--- src/rtl/rv_enc_pkg.sv ---
// Shared kinds, opcode/funct constants and immediate limits for instr_encoder.
package rv_enc_pkg;

  typedef enum logic [3:0] {
    K_LD     = 4'd0,
    K_SD     = 4'd1,
    K_ADD    = 4'd2,
    K_SUB    = 4'd3,
    K_AND    = 4'd4,
    K_OR     = 4'd5,
    K_ADDI   = 4'd6,
    K_BEQ    = 4'd7,
    K_JAL    = 4'd8,
    K_SH1ADD = 4'd9,
    K_SH2ADD = 4'd10,
    K_SH3ADD = 4'd11
  } enc_kind_e;

  localparam logic [6:0] OP_LOAD   = 7'b0000011;
  localparam logic [6:0] OP_STORE  = 7'b0100011;
  localparam logic [6:0] OP_OP     = 7'b0110011;
  localparam logic [6:0] OP_IMM    = 7'b0010011;
  localparam logic [6:0] OP_BRANCH = 7'b1100011;
  localparam logic [6:0] OP_JAL    = 7'b1101111;

  localparam logic [2:0] F3_LD     = 3'b011;
  localparam logic [2:0] F3_SD     = 3'b011;
  localparam logic [2:0] F3_ADD    = 3'b000;
  localparam logic [2:0] F3_SUB    = 3'b000;
  localparam logic [2:0] F3_AND    = 3'b111;
  localparam logic [2:0] F3_OR     = 3'b110;
  localparam logic [2:0] F3_BEQ    = 3'b000;
  localparam logic [2:0] F3_SH1ADD = 3'b010;
  localparam logic [2:0] F3_SH2ADD = 3'b100;
  localparam logic [2:0] F3_SH3ADD = 3'b110;

  localparam logic [6:0] F7_BASE = 7'b0000000;
  localparam logic [6:0] F7_SUB  = 7'b0100000;
  localparam logic [6:0] F7_ZBA  = 7'b0010000;

  // 12-bit I/S immediates and 13-bit (even) branch offsets
  localparam int IMM12_MIN  = -2048;
  localparam int IMM12_MAX  = 2047;
  localparam int BR_IMM_MIN = -4096;
  localparam int BR_IMM_MAX = 4094;

  typedef struct packed {
    logic        ok;
    logic [31:0] word;
  } enc_result_t;

endpackage

--- src/rtl/enc_fifo.sv ---
// Synchronous FIFO with flush for encoded words; DEPTH must be a power of two.
module enc_fifo #(
  parameter int DATA_W = 32,
  parameter int DEPTH  = 4
) (
  input  logic              clk,
  input  logic              rst_n,
  input  logic              flush,
  input  logic              push,
  input  logic              pop,
  input  logic [DATA_W-1:0] wr_data,
  output logic [DATA_W-1:0] rd_data,
  output logic              full,
  output logic              empty
);

  localparam int PTR_W = $clog2(DEPTH);

  logic [DATA_W-1:0] mem [DEPTH];
  logic [PTR_W:0]    wr_ptr;
  logic [PTR_W:0]    rd_ptr;
  logic              do_push;
  logic              do_pop;

  assign do_push = push && !full && !flush;
  assign do_pop  = pop && !empty && !flush;

  // Extra pointer bit distinguishes full from empty when the indices match
  assign empty = (wr_ptr == rd_ptr);
  assign full  = (wr_ptr[PTR_W] != rd_ptr[PTR_W]) &&
                 (wr_ptr[PTR_W-1:0] == rd_ptr[PTR_W-1:0]);

  always_ff @(posedge clk or negedge rst_n) begin
    if (!rst_n) begin
      wr_ptr <= '0;
      rd_ptr <= '0;
    end else if (flush) begin
      wr_ptr <= '0;
      rd_ptr <= '0;
    end else begin
      if (do_push) wr_ptr <= wr_ptr + {{PTR_W{1'b0}}, 1'b1};
      if (do_pop)  rd_ptr <= rd_ptr + {{PTR_W{1'b0}}, 1'b1};
    end
  end

  always_ff @(posedge clk) begin
    if (do_push) mem[wr_ptr[PTR_W-1:0]] <= wr_data;
  end

  assign rd_data = mem[rd_ptr[PTR_W-1:0]];

endmodule

--- src/rtl/instr_encoder.sv ---
// Streaming RV64I+Zba encoder: symbolic requests in, 32-bit words out to imem.
// Define INSTR_ENCODER_ZBA_EN to encode SH1ADD/SH2ADD/SH3ADD; otherwise they are rejected.
module instr_encoder #(
  parameter int DEPTH     = 4,
  parameter int ADDR_W    = 12,
  parameter int BASE_ADDR = 0
) (
  input  logic               clk,
  input  logic               rst_n,
  input  logic               clear,
  input  logic               req_valid,
  output logic               req_ready,
  input  logic [3:0]         req_kind,
  input  logic [4:0]         req_rd,
  input  logic [4:0]         req_rs1,
  input  logic [4:0]         req_rs2,
  input  logic signed [20:0] req_imm,
  output logic               out_valid,
  input  logic               out_ready,
  output logic [31:0]        out_data,
  output logic [ADDR_W-1:0]  out_addr,
  output logic               err,
  output logic [ADDR_W-2:0]  word_count
);

  import rv_enc_pkg::*;

  function automatic logic in_range(input logic signed [20:0] v, input int lo, input int hi);
    return (int'(v) >= lo) && (int'(v) <= hi);
  endfunction

  function automatic logic [31:0] r_type(input logic [6:0] f7, input logic [4:0] rs2,
                                         input logic [4:0] rs1, input logic [2:0] f3,
                                         input logic [4:0] rd, input logic [6:0] op);
    return {f7, rs2, rs1, f3, rd, op};
  endfunction

  function automatic logic [31:0] i_type(input logic [11:0] imm, input logic [4:0] rs1,
                                         input logic [2:0] f3, input logic [4:0] rd,
                                         input logic [6:0] op);
    return {imm, rs1, f3, rd, op};
  endfunction

  function automatic logic [31:0] s_type(input logic [11:0] imm, input logic [4:0] rs2,
                                         input logic [4:0] rs1, input logic [2:0] f3,
                                         input logic [6:0] op);
    return {imm[11:5], rs2, rs1, f3, imm[4:0], op};
  endfunction

  // Branch/jump offsets are even, so bit 0 never reaches the word
  function automatic logic [31:0] b_type(input logic [12:1] imm, input logic [4:0] rs2,
                                         input logic [4:0] rs1);
    return {imm[12], imm[10:5], rs2, rs1, F3_BEQ, imm[4:1], imm[11], OP_BRANCH};
  endfunction

  function automatic logic [31:0] j_type(input logic [20:1] imm, input logic [4:0] rd);
    return {imm[20], imm[10:1], imm[11], imm[19:12], rd, OP_JAL};
  endfunction

  function automatic enc_result_t encode(input enc_kind_e kind, input logic [4:0] rd,
                                         input logic [4:0] rs1, input logic [4:0] rs2,
                                         input logic signed [20:0] imm);
    enc_result_t r;
    r.ok   = 1'b1;
    r.word = '0;
    case (kind)
      K_LD: begin
        r.ok   = in_range(imm, IMM12_MIN, IMM12_MAX);
        r.word = i_type(imm[11:0], rs1, F3_LD, rd, OP_LOAD);
      end
      K_SD: begin
        r.ok   = in_range(imm, IMM12_MIN, IMM12_MAX);
        r.word = s_type(imm[11:0], rs2, rs1, F3_SD, OP_STORE);
      end
      K_ADD:  r.word = r_type(F7_BASE, rs2, rs1, F3_ADD, rd, OP_OP);
      K_SUB:  r.word = r_type(F7_SUB,  rs2, rs1, F3_SUB, rd, OP_OP);
      K_AND:  r.word = r_type(F7_BASE, rs2, rs1, F3_AND, rd, OP_OP);
      K_OR:   r.word = r_type(F7_BASE, rs2, rs1, F3_OR,  rd, OP_OP);
      K_ADDI: begin
        r.ok   = in_range(imm, IMM12_MIN, IMM12_MAX);
        r.word = i_type(imm[11:0], rs1, F3_ADD, rd, OP_IMM);
      end
      K_BEQ: begin
        r.ok   = in_range(imm, BR_IMM_MIN, BR_IMM_MAX) && !imm[0];
        r.word = b_type(imm[12:1], rs2, rs1);
      end
      K_JAL: begin
        r.ok   = !imm[0];
        r.word = j_type(imm[20:1], rd);
      end
`ifdef INSTR_ENCODER_ZBA_EN
      K_SH1ADD: r.word = r_type(F7_ZBA, rs2, rs1, F3_SH1ADD, rd, OP_OP);
      K_SH2ADD: r.word = r_type(F7_ZBA, rs2, rs1, F3_SH2ADD, rd, OP_OP);
      K_SH3ADD: r.word = r_type(F7_ZBA, rs2, rs1, F3_SH3ADD, rd, OP_OP);
`endif
      default: r.ok = 1'b0;
    endcase
    return r;
  endfunction

  enc_result_t       enc;
  logic              full;
  logic              empty;
  logic              accept;
  logic              push;
  logic              pop;
  logic [31:0]       head;
  logic [ADDR_W-1:0] addr_q;
  logic [ADDR_W-2:0] count_q;
  logic              err_q;

  assign enc = encode(enc_kind_e'(req_kind), req_rd, req_rs1, req_rs2, req_imm);

  // Ready depends only on registered occupancy and clear, never on out_ready
  assign req_ready = !full && !clear;
  assign accept    = req_valid && req_ready;
  assign push      = accept && enc.ok;
  assign out_valid = !empty;
  assign pop       = out_valid && out_ready && !clear;

  enc_fifo #(
    .DATA_W (32),
    .DEPTH  (DEPTH)
  ) u_fifo (
    .clk     (clk),
    .rst_n   (rst_n),
    .flush   (clear),
    .push    (push),
    .pop     (pop),
    .wr_data (enc.word),
    .rd_data (head),
    .full    (full),
    .empty   (empty)
  );

  // FIFO storage is not reset, so mask the head while nothing is queued
  assign out_data = empty ? 32'h0 : head;

  always_ff @(posedge clk or negedge rst_n) begin
    if (!rst_n) begin
      addr_q  <= ADDR_W'(BASE_ADDR);
      count_q <= '0;
      err_q   <= 1'b0;
    end else if (clear) begin
      addr_q  <= ADDR_W'(BASE_ADDR);
      count_q <= '0;
      err_q   <= 1'b0;
    end else begin
      if (pop) begin
        addr_q  <= addr_q + ADDR_W'(4);
        count_q <= count_q + {{(ADDR_W-2){1'b0}}, 1'b1};
      end
      if (accept && !enc.ok) err_q <= 1'b1;
    end
  end

  assign out_addr   = addr_q;
  assign word_count = count_q;
  assign err        = err_q;

endmodule
--- config.mk ---
export PLATFORM = sky130hd
export DESIGN_NAME = instr_encoder
export DESIGN_NICKNAME = d
export VERILOG_FILES = /design/src/rtl/rv_enc_pkg.sv /design/src/rtl/enc_fifo.sv /design/src/rtl/instr_encoder.sv
export SDC_FILE = /design/constraint.sdc
export NUM_CORES = 1
export LEC_CHECK = 0
export ABC_AREA = 1
export CAP_MARGIN = 5
export CORE_ASPECT_RATIO = 1.5
export CORE_MARGIN = 2
export CORE_UTILIZATION = 50
export DETAILED_ROUTE_END_ITERATION = 10
export PLACE_DENSITY = 0.79
export RECOVER_POWER = 100
export SKIP_LAST_GASP = 1
export SLEW_MARGIN = 20
export SYNTH_ARGS = -nofsm -noshare
export SYNTH_HDL_FRONTEND = slang
export SYNTH_SLANG_ARGS = --single-unit
export TNS_END_PERCENT = 5
--- constraint.sdc ---
create_clock -name clk -period 3.2 [get_ports clk]
set_input_delay 0.48 -clock clk [delete_from_list [all_inputs] [get_ports clk]]
set_output_delay 0.48 -clock clk [all_outputs]
set_load 0.01 [all_outputs]
# Yosys cells after proc, flatten, opt, wreduce, memory -nomap -nowiden
# Memories as Yosys holds them, arrays and structs flattened.
# Index checks and enable logic that the tools add are counted.
# totals
input_bits	45
output_inout_bits	58
register_bits	30
ramBits	128
word_cells	66
memories	1
latch_bits	0
rom_bits	0
# mem_list
memory	depth	word_bits	read_ports	rd_clocked_by_memory_dff	wr	line	text
u_fifo.mem	4	32	1	0	1	enc_fifo.sv:19	logic [DATA_W-1:0] mem [DEPTH];
# classes
n_shift	0
n_bitwise	0
n_mul	0
n_mux	15
n_div	0
eq_ne	11
n_reduce_logical	26
magnitude_cmp	4
n_addsub	4
# op_table
op	count
case mux 32 bit (9 select lines)	1
two-way mux 32 bit	1
two-way mux 12 bit	2
two-way mux 11 bit	2
greater-or-equal comparator 21 x 12 -> 1 bit, second input constant	1
greater-or-equal comparator 21 x 13 -> 1 bit, second input constant	1
<= comparator 21 x 12 -> 1 bit, second input constant	1
<= comparator 21 x 13 -> 1 bit, second input constant	1
equality test 4 x 3 -> 1 bit, second input constant	4
logical AND 1 bit	14
adder 12 x 3 -> 12 bit, second input constant	1
two-way mux 3 bit	4
adder 11 x 1 -> 11 bit, second input constant	1
equality test 4 x 2 -> 1 bit, second input constant	2
nonzero test 2 bit	4
adder 3 x 1 -> 3 bit, second input constant	2
logical NOT 1 bit	5
equality test 4 x 1 -> 1 bit, second input constant	1
equality test 4 bit, second input constant	1
logical NOT 4 bit	1
two-way mux 1 bit	4
case mux 1 bit (4 select lines)	1
OR reduction 4 bit	1
equality test 3 bit	1
3 further kinds	3

# Longest topological paths before layout
# Gate-level depths: netlist of run 1.
# logic_depth
depth_word	10
mapped_depth	12
depth_no_buf	12

# Hierarchy
# Synthesis of run 1 repeated with hierarchy kept, for this count alone.
# unflattened
hier_cells	720
area_unflattened_um2	7258.2
# modules_own_cells
mod	cells_each	area_each_um2	seq_area_each_um2	n_inst
enc_fifo	373	5238.8	3993.8	1
instr_encoder	347	2019.4	550.5	1

# Least setup slack after synthesis of run 1
# No wires, ideal clock.
# synth_path
kind	input port to flip-flop
from	input port req_kind[1]
to	memory u_fifo.mem[3][10], enable pin
setup_ps	417
path_buffers	1
arrival_time_ps	2575
stages	10
slack_ps	208
t_required_ps	2783
cell_sequence	nor2_2 -> nand2_2 -> nor2_2 -> buf_6 -> nor2_4 -> nor2_2 -> nand2_1 -> nand2_2 -> nand2_4 -> nor2_1
# synth_between
elab_chain_len	8
word_cells_on_any_way	17
classes_between	eq/ne (8); mux (3); reduce/logical (6)
# synth_lines
item	line	text
from (decl)	instr_encoder.sv:13	input logic [3:0] req_kind,
equality test 4 x 3 -> 1 bit, or another cell as far along	instr_encoder.sv:66	case (kind)
OR reduction 4 bit (no line) or OR reduction 3 bit (tied branches)	--	
case mux 1 bit (4 select lines) *	instr_encoder.sv:66	
logical AND 1 bit *	instr_encoder.sv:117	assign push = accept && enc.ok;
logical AND 1 bit * (2 in series)	enc_fifo.sv:25	assign do_push = push && !full && !flush;
two-way mux 1 bit *	enc_fifo.sv:47	if (do_push) mem[wr_ptr[PTR_W-1:0]] <= wr_data;
two-way mux 1 bit (not written as such) *	enc_fifo.sv:47	
to (decl)	enc_fifo.sv:19	
# Every way passes the cells marked *; elsewhere a longest branch is shown, timed or not.

# Worst setup path in the final report of run 1
# layout_path
from	register u_fifo.rd_ptr[0]
to	output port out_data[17]
# layout_between
elab_chain_len	2
word_cells_on_any_way	3
classes_between	eq/ne (1); mux (1); memory (1)
# layout_lines
item	line	text
from (decl)	enc_fifo.sv:21	logic [PTR_W:0] rd_ptr;
from (signal assigned)	enc_fifo.sv:42	if (do_pop) rd_ptr <= rd_ptr + {{PTR_W{1'b0}}, 1'b1};
memory read (4 x 32 bit) or equality test 3 bit (tied branches)	--	
two-way mux 32 bit *	instr_encoder.sv:137	assign out_data = empty ? 32'h0 : head;
to (decl)	instr_encoder.sv:20	output logic [31:0] out_data,
# Marked as above.

==> results of run 1 <==
## cell families after synthesis
logic type | Yosys count
DFF | 148
AOI/OAI and AO/OA | 115
buffers and inverters | 120
and+or+nand+nor | 282
xor gates and xnor gates | 11
other | 1
adders and majority gates | 7
## power breakdown
part           total, uW  internal [uW]  switching [uW]
sequential          2120           2110            11.6
combinational        511            201             310
clock               1840           1010             830
total               4480           3330            1150
## synthesized netlist by cell type (all sizes together), types with 2 or more instances
| cell type | instances |
|---|---|
| nor2 | 130 |
| edfxtp | 120 |
| nand2 | 106 |
| inv | 89 |
| o21ai | 59 |
| o32ai | 30 |
| dfrtp | 28 |
| nand3 | 21 |
| clkbuf | 20 |
| nor3 | 13 |
| buf | 11 |
| nand4 | 9 |
| xor2 | 8 |
| a21oi | 7 |
| ha | 7 |
| o22ai | 5 |
| a22o | 4 |
| nor4 | 3 |
| o211ai | 3 |
| o31ai | 3 |
| xnor2 | 3 |
| a31oi | 2 |
## layer usage
layer	GRT usage (%)	wire length (um)	vias up
li1	-	-	2543
met1	27.9	6730	2630
met2	41.7	9030	238
met3	4.84	888	37
met4	10.8	506	0
met5	0	0	-
## worst min path at each step
stage	start	end	slack (ns)	cells past startpoint
after floorplan	rst_n	err	0.18	0
after global placement	u_fifo.rd_ptr[2]	u_fifo.rd_ptr[2]	0.48	1
after detailed placement	u_fifo.rd_ptr[2]	u_fifo.rd_ptr[2]	0.49	1
after CTS	rst_n	out_addr[9]	0.46	2
after global routing	u_fifo.rd_ptr[2]	u_fifo.rd_ptr[2]	0.52	1
final	u_fifo.rd_ptr[2]	u_fifo.rd_ptr[2]	0.50	1
## sequential cells by signal (all words and copies together) (netlist names)
signal	cells
out_addr	10
u_fifo.rd_ptr	3
u_fifo.wr_ptr	3
word_count	11
u_fifo.mem	120
err	1
## critical path, cell delays in order (launching register included)
cell and delay, ns:
dfrtp_1 0.48, buf_4 0.41, nor2_1 0.11, o32ai_1 0.34, nand2_1 0.10, inv_1 0.06, dlygate4sd3_1 0.61
## metrics by stage
step	instance area, um^2	power [uW]	hold slack, ns
floorplan	6940	2440	0.184
global placement	8180	2690	0.479
detailed placement	8180	2700	0.486
CTS	8730	4520	0.461
global route	8610	4620	0.517
finish	8610	4480	0.501
## cell usage in the layout, fill, tap and decap left out, types with 2 or more instances in the layout
cell               n
a21oi_1            6
a22o_1             4
a31oi_1            2
buf_12             2
buf_4              6
buf_6              2
clkbuf_1           5
clkbuf_16         17
clkbuf_2           2
clkdlybuf4s50_1   47
clkinv_4           2
clkinvlp_4         3
conb_1             2
dfrtp_1           28
dlygate4sd3_1     53
edfxtp_1         120
ha_1               7
inv_1             87
inv_2              2
inv_6              7
nand2_1          105
nand3_1           21
nand4_1            9
nor2_1           127
nor2_2             2
nor3_1            13
nor4_1             3
o211ai_1           3
o21ai_0           59
o22ai_1            5
o31ai_1            3
o32ai_1           30
xnor2_1            2
xor2_1             8
## area by class of cell
cell class	instances	area, um^2	share of cell area [%]
clock buffer	18	429	4.99
clock inverter	14	116	1.35
inverter	89	334	3.88
multi-input combinational	417	2080	24.2
sequential	148	4300	50.0
tap	162	203	2.35
timing repair buffer	117	1140	13.3
==> summary.txt, run 1 <==
Finish
  • Post-layout util: 63.6%
  • Final net count: 842
  • Share of layout cells above drive strength 1: 6.35%
  • Synthesis-to-layout area growth: 24.2%
  • Final cell count without fillers: 965
  • Antenna cell count: 0
  • Filler Cell Count: 1,059

Placement
  • Gpl congestion: 0.965
  • Placed cells: 933
  • Port bufs: 100
  • Pre-CTS setup slack: 0.449 ns
  • DP HPWL: 11,600 um

Setup path
  • Crit path from: u_fifo.rd_ptr[0]
  • Crit path max fanout: 39
  • CP required: 2.72 ns
  • FF-to-FF setup slack: 0.54 ns
  • Critical R2R Capture: out_addr[9]
  • Critical Path End Type: output port
  • Worst r2r src: u_fifo.rd_ptr[0]
  • Arr. time, crit path: 2.54 ns
  • Startpoint Class: flip-flop
  • Critical path destination: out_data[17]
  • Worst Reg-to-Reg Cells: 8
  • Setup CP Type: flip-flop to output port

Yosys
  • Synth Area in Compound Gates: 10.6%
  • Simple-gate share of the synthesized area: 17.3%
  • Largest family of logic cells by synthesized area: simple AND/OR/NAND/NOR gates
  • Synth top area cells: edfxtp_1 (52%), dfrtp_1 (10%), nor2_1 (6.7%)
  • Synth Area in XOR/XNOR: 1.61%
  • Ys async rst share: 18.9%
  • Synth Cell Area: 6930 um^2
  • Post-synthesis sequential area ratio: 62.1%
  • Yosys reg bits: 148
  • Adder-cell share of the synthesized area: 1.26%
  • Area fraction of the dominant cell type after synthesis: 52.0%
  • Netlist cell types: 39
  • Yosys warnings: 0
  • Ys flop type: edfxtp_1
  • Largest area contributor in the netlist: edfxtp_1
  • Synth Area per Inst: 10.1 um^2
  • Gate Count Post-Synth: 684
  • Post-synth EDFFs: 120
  • Mux share of post-synthesis cell area: 0%

GRT
  • Largest net degree at the start of global routing: 43
  • Final global-route overflow total: 0
  • Initial antenna violation count: 0
  • Global Route Usage Sum: 23.8%
  • First-pass GRT wire length: 27,300 um
  • Number of global-route vias before repair: 5,530

Worst hold path
  • Hold Crit Class: flip-flop to flip-flop

Timing
  • Fmax: 331 MHz
  • Slew @ Worst Pin: 1.59 ns
  • Setup TNS: 0 ns
  • Slew margin rel.: -5.85%
  • Hold Fails Final Rpt: 0
  • Setup ws final: 0.179 ns
  • Clk_skew: 0.0112 ns
  • Max Slew Vio Count: 29
  • Min Tclk post-route: 3.02 ns
  • Final period util: 94.4%
  • RSZ-0062 raised after global routing: false
  • Final setup violating endpoints: 0

Clocking
  • Clock transition at path regs: 0.06 ns
  • CTS Hold Bufs: 0
  • Clk_lat worst skew: 0.42 ns
  • CTS Buffer Depth: 2
  • CTS tree: done
  • # H-tree levels: 4
  • Num CTS Buffers: 17
  • Post-CTS Setup Inserts: 0
  • CTS Sinks: 148
  • Post-cts sizing count: 0
  • Root Buffer: clkbuf_16

Pwr
  • Power Density: 520 nW/um^2
  • Leakage power: 0.00358 uW
  • Worst vdd ir: 0.299 mV

Route
  • Pre-antenna DRT Iters: 5
  • Vias per std cell: 5.65
  • Drt wl/cell: 17.8 um
  • Post-DRT Antenna Nets: 0
  • Final wirelength: 17,200 um
  • Vias: 5,448
  • # DRC: 0
  • Detailed Route Iter0 Violations: 470

Die
  • Chip Height: 148 um
  • Chip Width: 100 um
  • Cell Rows: 52
  • CORE AREA: 13,500 um^2
  • Initial core utilization: 51.2%
  • IO Count: 103
  • Die area: 14,800 um^2

Job
  • MaxCap Viol Count: 1

Status
  • Status: complete, but fails checks
  • Violated checks: capacitance limit, slew limit
Note: power is estimated with default switching activity, not from simulation.
==> run 2, diff against run 1 <==
--- a/config.mk
+++ b/config.mk
@@ -9,9 +9,9 @@
 export CAP_MARGIN = 5
 export CORE_ASPECT_RATIO = 1.5
 export CORE_MARGIN = 2
-export CORE_UTILIZATION = 50
+export CORE_UTILIZATION = 37
 export DETAILED_ROUTE_END_ITERATION = 10
-export PLACE_DENSITY = 0.79
+export PLACE_DENSITY = 0.62
 export RECOVER_POWER = 100
 export SKIP_LAST_GASP = 1
 export SLEW_MARGIN = 20
==> summary.txt, run 2 (synthesis results as in run 1) <==
Status
  • Status: complete, but fails checks (unchanged)
  • Violated checks: capacitance limit, slew limit (unchanged)

Worst hold path
  • Worst hold start: u_fifo.rd_ptr[2] (unchanged)
  • Hold Crit Class: flip-flop to flip-flop (unchanged)
  • Hold Path Sink: u_fifo.rd_ptr[2] (unchanged)
  • Worst hold stages: 1 (unchanged)

GRT
  • Largest net degree at the start of global routing: 62 (was 43)
  • First-pass GRT wire length: 26,100 um (was 27,300 um)
  • Initial antenna violation count: 0 (unchanged)
  • Final global-route overflow total: 0 (unchanged)
  • Number of global-route vias before repair: 4,922 (was 5,530)
  • Global Route Usage Sum: 17.5% (was 23.8%)

Route
  • Vias per std cell: 4.83 (was 5.65)
  • Drt wl/cell: 15.7 um (was 17.8 um)
  • Pre-antenna DRT Iters: 5 (unchanged)
  • # DRC: 0 (unchanged)
  • Detailed Route Iter0 Violations: 384 (was 470)
  • Final wirelength: 16,600 um (was 17,200 um)
  • Vias: 5,111 (was 5,448)
  • Post-DRT Antenna Nets: 0 (unchanged)

Timing
  • Worst hold slack: 0.486 ns (was 0.501 ns)
  • Fmax: 328 MHz (was 331 MHz)
  • Final period util: 95.2% (was 94.4%)
  • Setup TNS: 0 ns (unchanged)
  • Slew @ Worst Pin: 1.58 ns (was 1.59 ns)
  • Min Tclk post-route: 3.05 ns (was 3.02 ns)
  • Clk_skew: 0.0134 ns (was 0.0112 ns)
  • Hold Fails Final Rpt: 0 (unchanged)
  • Slew margin rel.: -5.65% (was -5.85%)
  • Max Slew Vio Count: 29 (unchanged)
  • RSZ-0062 raised after global routing: false (unchanged)
  • Final setup violating endpoints: 0 (unchanged)

Setup path
  • Critical R2R Capture: out_addr[6] (was out_addr[9])
  • Crit path from: u_fifo.rd_ptr[1] (was u_fifo.rd_ptr[0])
  • CP required: 2.72 ns (about the same)
  • Critical Path End Type: output port (unchanged)
  • Setup CP Type: flip-flop to output port (unchanged)
  • Worst Reg-to-Reg Cells: 8 (unchanged)
  • Worst r2r src: u_fifo.rd_ptr[1] (was u_fifo.rd_ptr[0])
  • FF-to-FF setup slack: 0.37 ns (was 0.54 ns)
  • Startpoint Class: flip-flop (unchanged)
  • Crit path max fanout: 28 (was 39)
  • Arr. time, crit path: 2.57 ns (was 2.54 ns)

Finish
  • Storage cell area: 4310 um^2 (was 4300 um^2)
  • Final net count: 845 (was 842)
  • Footprint of the multi-input gates: 2100 um^2 (was 2080 um^2)
  • Antenna cell count: 0 (unchanged)
  • Max FFs per register: 120 (unchanged)
  • Synthesis-to-layout area growth: 27.9% (was 24.2%)
  • Most common cell after layout, fill and taps aside: nor2_1 (unchanged)
  • Share of layout cells above drive strength 1: 7.69% (was 6.35%)
  • Commonest cells after routing, fill and taps aside: nor2_1 (128), edfxtp_1 (120), nand2_1 (105) (was nor2_1 (127), edfxtp_1 (120), nand2_1 (105))
  • Filler Cell Count: 1,751 (was 1,059)

Clocking
  • Post-cts sizing count: 0 (unchanged)
  • Post-CTS Setup Inserts: 0 (unchanged)
  • Root Buffer: clkbuf_16 (unchanged)
  • CTS Buffer Depth: 2 (unchanged)
  • Clock transition at path regs: 0.07 ns (was 0.06 ns)
  • CTS Hold Bufs: 0 (unchanged)
  • Clk_lat worst skew: 0.42 ns (about the same)
  • # H-tree levels: 4 (unchanged)
  • CTS Sinks: 148 (unchanged)
  • CTS tree: done (unchanged)
  • Num CTS Buffers: 17 (unchanged)

Die
  • CORE AREA: 18,500 um^2 (was 13,500 um^2)
  • Chip Width: 116 um (was 100 um)
  • Initial core utilization: 37.5% (was 51.2%)
  • IO Count: 103 (unchanged)
  • Die area: 19,900 um^2 (was 14,800 um^2)
  • Chip Height: 172 um (was 148 um)
  • Cell Rows: 61 (was 52)

Pwr
  • Worst vdd ir: 0.366 mV (was 0.299 mV)
  • Power Density: 530 nW/um^2 (was 520 nW/um^2)
  • Leakage power: 0.00359 uW (was 0.00358 uW)

Job
  • MaxCap Viol Count: 1 (unchanged)

Placement
  • Gpl congestion: 0.903 (was 0.965)
  • Port bufs: 100 (unchanged)
  • DP HPWL: 11,800 um (was 11,600 um)
-- run 2: layer usage --
layer / GRT usage [%] / part of all wire (%) / vias to the layer above
met3: 3.88 / 4.5 / 19
met5: 0 / 0 / -
li1: - / - / 2562
met1: 20.4 / 41 / 2392
met2: 31.5 / 53 / 138
met4: 5.85 / 1.9 / 0
-- run 2: final cells by class --
cell class	count	area share [%]
clock buffers	17	4.80
multi-input cells	417	23.7
clock inverters	15	2.34
inverters	89	3.77
well taps	252	3.56
repair buffers	120	13.3
flip-flops and latches	148	48.6
-- run 2: where the power goes --
part	leakage, uW	switching (uW)	internal, uW
clock network	0.000307	925	1140
registers	0.00149	12.6	2110
logic	0.00180	299	212
total	0.00359	1240	3470
-- run 2: worst max-delay path by stage --
stage,cells after the start,slack [ns],to
after floorplan,10,0.21,u_fifo.mem[3][10]
after global placement,12,0.45,u_fifo.mem[2][21]
after detailed placement,12,0.42,u_fifo.mem[2][15]
after CTS,6,0.13,out_data[22]
after global routing,7,0.02,out_data[24]
final,6,0.15,out_data[22]
-- run 2: stage by stage --
step	util [%]	total power (uW)	worst slack (ns)	instances	area, um^2
floorplan	-	2440	0.208	685	6940
finish	48.0	4700	0.154	1058	8870
global placement	45.0	2700	0.453	1026	8310
detailed placement	45.0	2700	0.417	1026	8310
global route	48.0	4870	0.0233	1058	8870
CTS	48.4	4760	0.130	1058	8940
-- run 2: critical path, cell delays in order (launching register included) --
cell and delay (ns):
dfrtp_2 0.72, xnor2_2 0.19, nand3_2 0.29, buf_12 0.27
nand2_1 0.13, inv_1 0.05, clkdlybuf4s50_1 0.47
